$ cat src/rtl/multi_cycle_controller.sv
// Multi-cycle MIPS-subset control FSM: sequences fetch/decode/execute/memory/writeback
// and drives datapath selects and write enables from the current state.
module multi_cycle_controller (
  input  logic       clk,
  input  logic       reset,
  input  logic [5:0] Opcode,
  input  logic [5:0] Funct,
  input  logic       Zero,
  input  logic       mem_ready,
  output logic       PCWrite,
  output logic       IorD,
  output logic       IRWrite,
  output logic       MemWrite,
  output logic       MemToReg,
  output logic       RegDest,
  output logic       RegWrite,
  output logic       ALUSrcA,
  output logic       JAL,
  output logic       JR,
  output logic       illegal,
  output logic       instr_done,
  output logic [1:0] ALUSrcB,
  output logic [1:0] PCSrc,
  output logic [2:0] ALUControl,
  output logic [3:0] state
);

  typedef enum logic [3:0] {
    S_FETCH    = 4'd0,
    S_DECODE   = 4'd1,
    S_MEM_ADDR = 4'd2,
    S_MEM_RD   = 4'd3,
    S_MEM_WB   = 4'd4,
    S_MEM_WR   = 4'd5,
    S_EXEC_R   = 4'd6,
    S_ALU_WB   = 4'd7,
    S_EXEC_I   = 4'd8,
    S_ADDI_WB  = 4'd9,
    S_BRANCH   = 4'd10,
    S_JUMP     = 4'd11,
    S_JUMPR    = 4'd12
  } state_t;

  localparam logic [5:0] OP_RTYPE = 6'b000000;
  localparam logic [5:0] OP_ADDI  = 6'b001000;
  localparam logic [5:0] OP_BEQ   = 6'b000100;
  localparam logic [5:0] OP_BNE   = 6'b000101;
  localparam logic [5:0] OP_LW    = 6'b100011;
  localparam logic [5:0] OP_SW    = 6'b101011;
  localparam logic [5:0] OP_JAL   = 6'b000011;
  localparam logic [5:0] FN_JR    = 6'b001000;

  state_t     cur, nxt;
  logic       r_legal;
  logic [2:0] r_alu;

  always_ff @(posedge clk or posedge reset) begin
    if (reset) cur <= S_FETCH;
    else       cur <= nxt;
  end

  assign state = cur;

  always_comb begin
    r_legal = 1'b1;
    r_alu   = 3'b010;
    case (Funct)
      6'b100000: r_alu = 3'b010;
      6'b100010: r_alu = 3'b110;
      6'b100100: r_alu = 3'b000;
      6'b100101: r_alu = 3'b001;
      6'b101010: r_alu = 3'b111;
      6'b000000: r_alu = 3'b011;
      6'b000010: r_alu = 3'b100;
      FN_JR:     r_alu = 3'b010;
      default:   r_legal = 1'b0;
    endcase
  end

  always_comb begin
    nxt        = S_FETCH;
    PCWrite    = 1'b0;
    IorD       = 1'b0;
    IRWrite    = 1'b0;
    MemWrite   = 1'b0;
    MemToReg   = 1'b0;
    RegDest    = 1'b0;
    RegWrite   = 1'b0;
    ALUSrcA    = 1'b0;
    JAL        = 1'b0;
    JR         = 1'b0;
    illegal    = 1'b0;
    instr_done = 1'b0;
    ALUSrcB    = 2'b00;
    PCSrc      = 2'b00;
    ALUControl = 3'b010;
    case (cur)
      S_FETCH: begin
        ALUSrcB = 2'b01;
        IRWrite = mem_ready;
        PCWrite = mem_ready;
        nxt     = mem_ready ? S_DECODE : S_FETCH;
      end
      S_DECODE: begin
        ALUSrcB = 2'b11;
        case (Opcode)
          OP_RTYPE: begin
            if (!r_legal)            illegal = 1'b1;
            else if (Funct == FN_JR) nxt = S_JUMPR;
            else                     nxt = S_EXEC_R;
          end
          OP_ADDI:       nxt = S_EXEC_I;
          OP_LW, OP_SW:  nxt = S_MEM_ADDR;
          OP_BEQ, OP_BNE: nxt = S_BRANCH;
          OP_JAL:        nxt = S_JUMP;
          default:       illegal = 1'b1;
        endcase
      end
      S_MEM_ADDR: begin
        ALUSrcA = 1'b1;
        ALUSrcB = 2'b10;
        nxt     = (Opcode == OP_SW) ? S_MEM_WR : S_MEM_RD;
      end
      S_MEM_RD: begin
        IorD = 1'b1;
        nxt  = mem_ready ? S_MEM_WB : S_MEM_RD;
      end
      S_MEM_WB: begin
        RegWrite   = 1'b1;
        MemToReg   = 1'b1;
        instr_done = 1'b1;
      end
      S_MEM_WR: begin
        IorD     = 1'b1;
        MemWrite = 1'b1;
        if (mem_ready) instr_done = 1'b1;
        else           nxt = S_MEM_WR;
      end
      S_EXEC_R: begin
        ALUSrcA    = 1'b1;
        ALUControl = r_alu;
        nxt        = S_ALU_WB;
      end
      S_ALU_WB: begin
        RegWrite   = 1'b1;
        RegDest    = 1'b1;
        instr_done = 1'b1;
      end
      S_EXEC_I: begin
        ALUSrcA = 1'b1;
        ALUSrcB = 2'b10;
        nxt     = S_ADDI_WB;
      end
      S_ADDI_WB: begin
        RegWrite   = 1'b1;
        instr_done = 1'b1;
      end
      S_BRANCH: begin
        ALUSrcA    = 1'b1;
        ALUControl = 3'b110;
        PCSrc      = 2'b01;
        PCWrite    = ((Opcode == OP_BEQ) & Zero) | ((Opcode == OP_BNE) & ~Zero);
        instr_done = 1'b1;
      end
      S_JUMP: begin
        PCSrc      = 2'b10;
        PCWrite    = 1'b1;
        RegWrite   = 1'b1;
        JAL        = 1'b1;
        instr_done = 1'b1;
      end
      S_JUMPR: begin
        PCSrc      = 2'b11;
        PCWrite    = 1'b1;
        JR         = 1'b1;
        instr_done = 1'b1;
      end
      default: nxt = S_FETCH;
    endcase
    // The register already reads FETCH under reset; FETCH would otherwise echo mem_ready.
    if (reset) begin
      PCWrite  = 1'b0;
      IRWrite  = 1'b0;
      MemWrite = 1'b0;
      RegWrite = 1'b0;
    end
  end

endmodule

$ cat config.mk
export PLATFORM = sky130hd
export DESIGN_NAME = multi_cycle_controller
export DESIGN_NICKNAME = d
export VERILOG_FILES = /design/src/rtl/multi_cycle_controller.sv
export SDC_FILE = /design/constraint.sdc
export NUM_CORES = 1
export LEC_CHECK = 0
export CORE_MARGIN = 5
export CORE_UTILIZATION = 42
export DETAILED_ROUTE_END_ITERATION = 8
export GPL_ROUTABILITY_DRIVEN = 0
export PLACE_DENSITY = 0.83
export SYNTH_ARGS = -nofsm -noshare
export SYNTH_HDL_FRONTEND = slang
export SYNTH_SLANG_ARGS = --single-unit
export TNS_END_PERCENT = 30
$ cat constraint.sdc
create_clock -name clk -period 7.5 [get_ports clk]
set_input_delay 2.25 -clock clk [delete_from_list [all_inputs] [get_ports clk]]
set_output_delay 2.25 -clock clk [all_outputs]
set_load 0.01 [all_outputs]
==> results.sh <==
export IMPL_status="finished clean"
export IMPL_core_mm2=0.00171
export IMPL_wl_per_cell_um=13.2
export IMPL_postCtsHoldBufs=0
export IMPL_area_delta_synth_final_pct=53.5
export IMPL_start_kind="input pin"
export IMPL_synth_main_ff_cell="dfrtp_1"
export IMPL_finClkSkew_ns=0.00248
export IMPL_ys_top_cells_by_area="dfrtp_1 (13%), nor2_1 (9.6%), nand2b_1 (6.7%)"
export IMPL_fp_row_count=15
export IMPL_tightest_slew_ns=0.404
export IMPL_grt_usage_pct=17.5
export IMPL_yosysTopAreaCell="dfrtp_1"
export IMPL_grt_ovfl_total=0
export IMPL_hold_violations=0
export IMPL_cts_resized=0
export IMPL_crit_type="in2out"
export IMPL_total_leakage_power_nw=0.397
export IMPL_numClockSinks=4
export IMPL_nFillCells=150
export IMPL_die_h_um=52.1
export IMPL_dp_hpwl_mm=1.84
export IMPL_numPortBuffers=38
export IMPL_hold_path_class="reg2reg"
export IMPL_synthDominantCellAreaShare_pct=13.5
export IMPL_max_vdd_ir_drop_mv=0.0642
export IMPL_die_x_um=52.1
export IMPL_slew_viol_final=0
export IMPL_grt_pass1_wl_mm=3.73
export IMPL_fmax_mhz=152
export IMPL_seq_area_um2=100
export IMPL_yosys_warnings=0
export IMPL_cap_violations=0
export IMPL_synth_edf_count=0
export IMPL_rsz0062_at_grt="no"
export IMPL_vias=992
export IMPL_holdWs_ns=0.749
export IMPL_routed_wl_mm=2.32
export IMPL_drive_above_1_share_pct=3.97
export IMPL_setup_violations=0
export IMPL_cts_tree="yes"
export IMPL_io_pins=39
export IMPL_arrival_ns=4.32
export IMPL_largest_reg_flops=4
export IMPL_grt_max_degree=16
export IMPL_numCtsBuffers=3
export IMPL_synth_most_common_cell="nor2_1"
export IMPL_hold_start="state[1]"
export IMPL_via_per_inst=5.64
export IMPL_synth_cells=119
export IMPL_drc=0
export IMPL_seq_area_frac_synth_pct=13.5
export IMPL_max_slew_margin_pct=73.1
export IMPL_synthDistinctLibCells=40
export IMPL_crit_path_start="Opcode[1]"
export IMPL_fin_nets=169
export IMPL_drt_pass1_iterations=4
export IMPL_grt_antenna_before_repair=0
export IMPL_synthArstFlopShare_pct=100
export IMPL_fin_crit_sh_pct=87.5
export IMPL_root_buffer="clkbuf_4"
export IMPL_synth_area_um2=743
export IMPL_clk_path_buf_depth=2
export IMPL_worst_ep_required_time_ns=5.25
export IMPL_cts_setup_buffers=0
export IMPL_yosys_top_cells_count="nor2_1 (19), nand2_1 (11), o21ai_0 (9)"
export IMPL_r2r_start="state[0]"
export IMPL_initial_utilization_pct=43.5
export IMPL_power_density_mw_per_mm2=86.3
export IMPL_grt_pass1_vias=863
export IMPL_n_antenna_cell=0
export IMPL_htreeDepth=1
export IMPL_crit_fanout=7
export IMPL_cp_end_kind="primary output"
export IMPL_syn_avg_cell_area_um2=6.25
export IMPL_fp_dieArea_mm2=0.00271
export IMPL_final_antenna_net_count=0
export IMPL_detail_route_iter0_violations=30
export IMPL_fin_crit_ns=6.57
export IMPL_clkTransAtPathRegs_ns=0.04
export IMPL_fin_tns_setup_ns=0
export IMPL_synth_seq_cells=4
export IMPL_syn_nets=135
export IMPL_clkLatencyLatePin_ns=0.23
export IMPL_multi_input_area_um2=592
[logic make-up after synthesis]
kind of cell,after synthesis,share of synthesized area [%]
buf+inv,13,6.90
xor+xnor,2,2.36
compound gates,39,35.2
simple gates,61,42.1
flops,4,13.5
[area by class of cell]
type	instances	area share (%)
clock buffer	3	1.97
tap	25	2.74
multi-input combinational	102	51.9
timing repair buffer	38	33.3
inverter	4	1.32
sequential	4	8.77
[power by group]
part           internal, W  switching, W
Combinational    0.0000234     0.0000225
Sequential       0.0000225    0.00000306
Clock            0.0000179    0.00000902
Total            0.0000638     0.0000346
[layout by cell type (no fill, tap or decap)]
master,synthesis,layout
or4_1,1,1
a21oi_1,6,6
nand2_1,11,11
a32oi_1,2,2
nand4bb_1,1,1
nor4bb_1,1,1
xor2_1,1,1
nor2_1,19,19
o31ai_1,2,2
nor4_1,1,1
dfrtp_1,4,4
a311o_1,1,1
o2bb2ai_1,1,1
nand4_1,1,1
a211oi_1,3,3
nor2b_1,2,2
clkdlybuf4s50_1,0,38
o311ai_0,1,1
or2_2,2,2
a31oi_1,2,2
a22o_1,1,1
o21ai_0,9,9
a2bb2oi_1,1,1
nand3_1,2,2
o22ai_1,3,3
o22a_1,2,2
o211ai_1,1,1
nand2b_1,8,8
clkbuf_4,0,3
nor3_2,1,1
inv_1,4,4
o21bai_1,1,1
a22oi_1,1,1
xnor2_1,1,1
a21o_1,1,1
o21a_1,1,1
nor3_1,8,8
and3_1,1,1
nor4b_1,2,2
[routing by layer]
metal	vias to the layer above	track usage [%]	share of wire [%]	wire, um
li1	504	-	-	-
met1	445	20.4	40	938
met2	41	33.1	52	1220
met3	2	1.43	6.5	151
met4	0	5.24	0.56	13
met5	-	0	0	0
[path summary, 6_finish.rpt]
| path | to | depth (start not counted) | slack [ns] |
|---|---|---|---|
| setup / recovery | illegal | 6 | 0.93 |
| hold / removal | state[1] | 2 | 0.75 |
| setup reg to reg | state[0] | 4 | 5.93 |
| hold reg to reg | state[1] | 2 | 0.75 |
| max in group asynchronous | state[2] | 2 | 5.02 |
| min in group asynchronous | state[0] | 2 | 2.33 |
[critical path: stages]
cell	delay, ns
clkdlybuf4s50_1	0.50
or4_1	0.62
nor3_2	0.21
a211oi_1	0.11
nor2_1	0.10
clkdlybuf4s50_1	0.54
[stage by stage]
step                      total power [W]  setup WS (ns)  util, %  area (um2)  std cells
final                           0.0000984          0.935     66.8        1140        176
after global routing             0.000105          0.820     66.8        1140        176
after CTS                       0.0000982          0.938     66.8        1140        176
after detailed placement        0.0000711          0.954     65.5        1120        173
after global placement          0.0000705           1.00     65.5        1120        173
after floorplan                 0.0000500           1.93        -         743        119
No activity file was read; power rests on OpenSTA's default activity.
